==> config.mk <==
export PLATFORM = sky130hd
export DESIGN_NAME = sysid_read_master
export DESIGN_NICKNAME = d
export VERILOG_FILES = /design/src/rtl/sysid_pkg.sv /design/src/rtl/sysid_read_master.sv
export SDC_FILE = /design/constraint.sdc
export NUM_CORES = 1
export LEC_CHECK = 0
export BUFFER_PORTS_ARGS = -buffer_cell sky130_fd_sc_hd__buf_2
export CORE_MARGIN = 2
export CORE_UTILIZATION = 43
export DETAILED_ROUTE_END_ITERATION = 10
export PLACE_DENSITY_LB_ADDON = 0.25
export SLEW_MARGIN = 20
export SYNTH_ARGS = -nofsm -noshare
export SYNTH_HDL_FRONTEND = slang
export SYNTH_SLANG_ARGS = --single-unit
==> constraint.sdc <==
create_clock -name clock -period 2.66 [get_ports clock]
set_input_delay 0.266 -clock clock [delete_from_list [all_inputs] [get_ports clock]]
set_output_delay 0.266 -clock clock [all_outputs]
set_load 0.01 [all_outputs]
==> src/rtl/sysid_pkg.sv <==
// Shared types and constants for the system-ID read master.
// States, error codes, slave word addresses and the result check.
package sysid_pkg;

  typedef enum logic [1:0] {
    IDLE,
    RD_ID,
    RD_TS,
    DONE
  } state_e;

  localparam logic [1:0] ERR_OK      = 2'b00;
  localparam logic [1:0] ERR_ID      = 2'b01;
  localparam logic [1:0] ERR_TS      = 2'b10;
  localparam logic [1:0] ERR_TIMEOUT = 2'b11;

  localparam logic ADDR_ID = 1'b0;
  localparam logic ADDR_TS = 1'b1;

  // ID mismatch wins over timestamp mismatch
  function automatic logic [1:0] check_words(
    input logic [31:0] id,
    input logic [31:0] ts,
    input logic [31:0] exp_id,
    input logic [31:0] exp_ts
  );
    logic [1:0] code;
    code = ERR_OK;
    if (id != exp_id) begin
      code = ERR_ID;
    end else if (ts != exp_ts) begin
      code = ERR_TS;
    end
    return code;
  endfunction

endpackage

==> src/rtl/sysid_read_master.sv <==
// Avalon-MM master that reads the system-ID slave (ID, timestamp)
// and checks both words against the expected build values.
module sysid_read_master
  import sysid_pkg::*;
#(
  parameter logic [31:0] EXPECTED_ID        = 32'd0,
  parameter logic [31:0] EXPECTED_TIMESTAMP = 32'd1361656172,
  parameter int unsigned TIMEOUT_CYCLES     = 255
) (
  input  logic        clock,
  input  logic        reset,
  input  logic        start,
  output logic        av_address,
  output logic        av_read,
  input  logic        av_waitrequest,
  input  logic [31:0] av_readdata,
  output logic        busy,
  output logic        done,
  output logic        pass,
  output logic [1:0]  err,
  output logic [31:0] id_value,
  output logic [31:0] ts_value
);

  localparam logic [16:0] TO_LIM = 17'(TIMEOUT_CYCLES);

  state_e      state_q, state_d;
  logic [15:0] cnt_q, cnt_d;
  logic        av_read_q, av_read_d;
  logic        av_addr_q, av_addr_d;
  logic        busy_q, busy_d;
  logic        done_q, done_d;
  logic        pass_q, pass_d;
  logic [1:0]  err_q, err_d;
  logic [31:0] id_value_q, id_value_d;
  logic [31:0] ts_value_q, ts_value_d;
  logic        to_hit;
  logic [1:0]  chk;

  // The stalled cycle that brings the count to the limit aborts
  assign to_hit = ({1'b0, cnt_q} + 17'd1) >= TO_LIM;
  assign chk = check_words(id_value_q, av_readdata,
                           EXPECTED_ID, EXPECTED_TIMESTAMP);

  always_comb begin
    state_d    = state_q;
    cnt_d      = cnt_q;
    pass_d     = pass_q;
    err_d      = err_q;
    id_value_d = id_value_q;
    ts_value_d = ts_value_q;
    unique case (state_q)
      IDLE: begin
        if (start) begin
          state_d = RD_ID;
          cnt_d   = '0;
        end
      end
      RD_ID: begin
        if (!av_waitrequest) begin
          id_value_d = av_readdata;
          state_d    = RD_TS;
          cnt_d      = '0;
        end else begin
          cnt_d = cnt_q + 16'd1;
          if (to_hit) begin
            state_d = DONE;
            err_d   = ERR_TIMEOUT;
            pass_d  = 1'b0;
          end
        end
      end
      RD_TS: begin
        if (!av_waitrequest) begin
          ts_value_d = av_readdata;
          err_d      = chk;
          pass_d     = (chk == ERR_OK);
          state_d    = DONE;
        end else begin
          cnt_d = cnt_q + 16'd1;
          if (to_hit) begin
            state_d = DONE;
            err_d   = ERR_TIMEOUT;
            pass_d  = 1'b0;
          end
        end
      end
      DONE: begin
        state_d = IDLE;
      end
      default: begin
        state_d = IDLE;
      end
    endcase
    // Bus strobes and status are registered from the next state
    av_read_d = (state_d == RD_ID) || (state_d == RD_TS);
    av_addr_d = (state_d == RD_TS) ? ADDR_TS : ADDR_ID;
    busy_d    = av_read_d;
    done_d    = (state_d == DONE);
  end

  always_ff @(posedge clock) begin
    if (reset) begin
      state_q    <= IDLE;
      cnt_q      <= '0;
      av_read_q  <= 1'b0;
      av_addr_q  <= ADDR_ID;
      busy_q     <= 1'b0;
      done_q     <= 1'b0;
      pass_q     <= 1'b0;
      err_q      <= ERR_OK;
      id_value_q <= '0;
      ts_value_q <= '0;
    end else begin
      state_q    <= state_d;
      cnt_q      <= cnt_d;
      av_read_q  <= av_read_d;
      av_addr_q  <= av_addr_d;
      busy_q     <= busy_d;
      done_q     <= done_d;
      pass_q     <= pass_d;
      err_q      <= err_d;
      id_value_q <= id_value_d;
      ts_value_q <= ts_value_d;
    end
  end

  assign av_read    = av_read_q;
  assign av_address = av_addr_q;
  assign busy       = busy_q;
  assign done       = done_q;
  assign pass       = pass_q;
  assign err        = err_q;
  assign id_value   = id_value_q;
  assign ts_value   = ts_value_q;

endmodule

## Yosys cells after proc, flatten, opt, wreduce, memory -nomap -nowiden

Cells that the tools add are included.
Widths: inputs -> output; s select.

| word-level totals | value |
|---|---|
| bits in registers | 88 |
| word-level logic and storage cells | 53 |
| output and inout bits | 71 |
| bits of input ports | 36 |

| cells by class | value |
|---|---|
| reductions and logical operators | 10 |
| magnitude comparators | 1 |
| mux-type cells | 20 |
| $add $sub $neg | 2 |
| bitwise operators | 1 |
| eq/ne operators | 10 |

Operators by type and width:

| kind | number |
|---|---|
| $mux 16 | 3 |
| $pmux 16 s3 | 1 |
| $ne 32x31->1 const B | 1 |
| $reduce_bool 32->1 | 1 |
| $mux 2 | 9 |
| $add 16x1->17 const B | 1 |
| $ge 17x8->1 const B | 1 |
| $add 16x1->16 const B | 1 |
| $eq 2x2->1 const B | 4 |
| $pmux 2 s4 | 1 |
| $ne 2x2->1 const B | 3 |
| $reduce_and 2->1 | 3 |
| $eq 2x1->1 const B | 2 |
| $logic_not 2->1 | 2 |
| $mux 1 | 4 |
| $pmux 2 s2 | 1 |
| $reduce_and 3->1 | 1 |
| $reduce_bool 3->1 | 1 |
| $pmux 1 s2 | 1 |
| $reduce_bool 2->1 | 1 |
| $logic_or 1x1->1 | 1 |
| $not 1->1 | 1 |

## Logic depth before layout (Yosys ltp)

| logic depth | value |
|---|---|
| depth after elaboration | 7 |
| depth in mapped cells | 10 |
| depth with buffers taken out | 10 |

## Least setup slack after synthesis

No wires, ideal clock.

| path | value |
|---|---|
| path type | reg-to-reg |
| from | reg cnt_q[0] |
| to | reg busy_q (netlist: busy) |
| slack | 343 ps |
| cell stages (with the launch flop) | 10 |
| arrival | 2,190 ps |
| data required time | 2,534 ps |
| library setup time | 126 ps |
| clock period less this slack | 2,317 ps |
| cell sequence | dfxtp_1 > ha_1 > nand3_1 > nor4_2 > mux2i_1 > o31ai_4 > nor3_2 > a21oi_1 > ha_1 > nor2_1 |

| between the ends | value |
|---|---|
| word-level cells in the longest chain between the ends | 7 |

Ends and longest elaborated chain:

| element | line | RTL |
|---|---|---|
| start: declaration | sysid_read_master.sv:28 | `logic [15:0] cnt_q, cnt_d;` |
| start signal: assignment | sysid_read_master.sv:116 | `cnt_q <= cnt_d;` |
| $add 16x1->17 * | sysid_read_master.sv:41 | `assign to_hit = ({1'b0, cnt_q} + 17'd1) >= TO_LIM;` |
| $ge 17x8->1 * | sysid_read_master.sv:41 |  |
| $mux 2 * | sysid_read_master.sv:66, sysid_read_master.sv:81 |  |
| $mux 2, on equally long branches | sysid_read_master.sv:74, sysid_read_master.sv:60 |  |
| $pmux 2 s4 * | sysid_read_master.sv:52 | `unique case (state_q)` |
| $eq 2x1->1 or $eq 2x2->1 (tied branches) | sysid_read_master.sv:96 | `av_read_d = (state_d == RD_ID) \|\| (state_d == RD_TS);` |
| $logic_or 1x1->1 * | sysid_read_master.sv:96 |  |
| end signal: assignment | sysid_read_master.sv:119 | `busy_q <= busy_d;` |
| end: declaration | sysid_read_master.sv:31 | `logic busy_q, busy_d;` |

Every way passes the cells marked *; elsewhere a longest branch is shown, timed or not.
A chain may end at the register's enable or synchronous reset.

## Worst setup path after layout

Ends and elaborated chain as after synthesis.

==> results.toml <==
[outcome]
status = "complete, no violations"

[yosys]
synth_ff_type = "dfxtp_1"
synth_area_mm2 = 0.003849
synth_edf_count = 0
ys_top_cells_by_area = "dfxtp_1, nand2_1, a21oi_1"
yosysSeqAreaShare_pct = 45.77
async_reset_ff_share_pct = 0
synth_seq_cells = 88
synthDominantCellAreaShare_pct = 45.77
synth_cells = 495
synth_nets = 538
synth.most_common_cell = "nand2_1"
synth_area_leader_cell = "dfxtp_1"
syn_area_per_cell_um2 = 7.775
ys_warn_count = 0
synth_cell_type_count = 47
synth_common_cells = "nand2_1, dfxtp_1, a21oi_1"

[drt]
routed.top_layer = "met4"
met3_length_um = 600
num_vias = 3704
drt_iter0_drc = 143
dr_wl_met2_mm = 4.602
wl_per_cell_um = 14.35
route.detailed.drc = 0
wl_met1_mm = 4.711
viasPerCell = 5.284
ant_nets = 0
wl_mm = 10.06
dr.pass1.iters = 4

[finish]
area_delta_synth_final_pct = 20.90
layout.nets = 631
final_core_utilization_pct = 53.36
antenna_cells = 0
drive_gt1_share_pct = 23.95
finalNonFillerCells = 701

[timing]
tightest_slew_ns = 0.6811
worst_slack_ns = 0.2165
skew_ns = 0.01513
slew_headroom_pct = 54.59
tns_ns = 0
fmax_ghz = 0.4092
period_share_pct = 91.86
hold_viol_final = 0
rsz0062_at_grt = "false"
slew_violations = 0
fin_crit_ns = 2.444
setup_viol = 0

[clock_tree]
clk_pin_slew_ns = 0.09
cts_tree = "done"
numCtsBuffers = 9
clk_latency_ns = 0.36
htreeDepth = 3
cts_hold_buffers = 0
cts.repair.resized = 0
cts.path.max_buffers = 2
post-cts-setup-buffers = 0
cts_sinks = 88
cts_root_buffer = "clkbuf_8"

[critical_path]
r2r-start = "cnt_q[0]"
crit_required_ns = 2.95
crit_path_end_kind = "flip-flop"
start_kind = "flip-flop"
arrival_ns = 2.74
cp_max_fo = 7
crit_type = "flip-flop to flip-flop"
cp-startpoint = "cnt_q[0]"

[placement]
hpwl_mm = 7.240
dp.cells = 685
place_worst_setup_slack_ns = 0.2100
gp_congestion = 0.8401
io_buffers = 106

[floorplanning]
fp.dieW_um = 98.61
pin_count = 107
die_y_um = 98.61
coreArea_mm2 = 0.008721
initial_core_util_pct = 44.13
num_rows = 34
die-area_mm2 = 0.009723

[hold_path]
hold_class = "input port to flip-flop"
hp-start = "av_readdata[3]"

[job]
cap_violations = 0

[pwr]
ir_worst_vdd_mv = 0.2750
finalPower_mw = 2.879
p_leak_nw = 1.884
p_per_area_mw_per_mm2 = 618.8

[grt]
grt_pass1_wl_mm = 16.47
grt_max_degree = 55
track_usage_pct = 20.74
grt_pass1_vias = 3336
grt.overflow.total = 0
antenna_found_initial = 0
==> worst max-delay path, stage by stage (launching register included) <==
cell and delay [ns]:
dfxtp_1 0.45, ha_1 0.29, nand3_1 0.21, nor4_2 0.30, mux2i_1 0.31, o31ai_4 0.12, nor3_2 0.22, a21oi_1 0.11
ha_1 0.29, nor2_1 0.09
==> stage by stage <==
stage / cell area, µm² / hold slack [ns]
5_1_grt: 4653 / 0.1546
4_1_cts: 4653 / 0.1542
3_5_place_dp: 4459 / 0.4444
2_1_floorplan: 3849 / 0.3795
3_3_place_gp: 4459 / 0.4389
6_report: 4653 / 0.1593
==> per-layer routing <==
metal	vias up	global-route usage, %
met4	0	6.112
li1	1886	-
met1	1703	28.79
met3	12	4.610
met5	-	0
met2	103	32.55
==> cells by family (layout without fill, tap and decap cells) <==
group           after synthesis  after routing  synth area share, %
simple gates                240            240                29.00
mux                           2              2               0.5527
flops                        88             88                45.77
buf+inv                      40            138                4.226
fa+ha+maj                     7              7                2.276
compound gates              112            112                16.81
xor+xnor                      6              6                1.366
==> state kept, by name, indices dropped and copies added (netlist names) <==
name	cells
done	1
id_value	32
busy	1
err	2
pass	1
ts_value	32
av_address	1
state_q	2
cnt_q	16
==> final timing paths <==
check	cells after the start	slack, ns	endpoint
worst max-delay path	9	0.22	busy
worst max register to register	9	0.22	busy
worst min-delay path	3	0.16	id_value[3]
worst min register to register	2	0.45	ts_value[3]
==> power breakdown <==
part           switching [mW]  total [mW]  internal (mW)  leakage (nW)
Combinational           0.324       0.520          0.197          1.07
Sequential             0.0488        1.43           1.38         0.711
Clock                   0.490       0.931          0.440         0.101
Total                   0.863        2.88           2.02          1.88
==> layout make-up <==
type	count	area, µm²
fill	852	4068
multi-input combinational	367	1929
sequential	88	1762
timing repair buffer	114	603.1
tap	108	135.1
clock buffer	10	127.6
clock inverter	6	66.31
inverter	8	30.03
==> placed cells by master, fill, tap and decap left out, types with 2 or more instances in the layout <==
cell type    n
a211oi_1     5
a21o_1       5
a21oi_1     82
a311oi_1     5
and3_1       4
and4_1       2
buf_2      106
buf_4        7
clkbuf_8     9
clkinv_2     2
dfxtp_1     88
ha_1         7
inv_1        8
inv_6        2
nand2_1    140
nand3_1      8
nand3_2      2
nand4_1      6
nor2_1      33
nor2b_1      2
nor2b_2      2
nor3_1       9
nor3_2       2
nor3b_1      2
nor4_1       9
nor4b_1      3
nor4bb_1     4
o21ai_0      7
or3_1        4
xnor2_1      3
xor2_1       3
No activity file was read; power rests on OpenSTA's default activity.
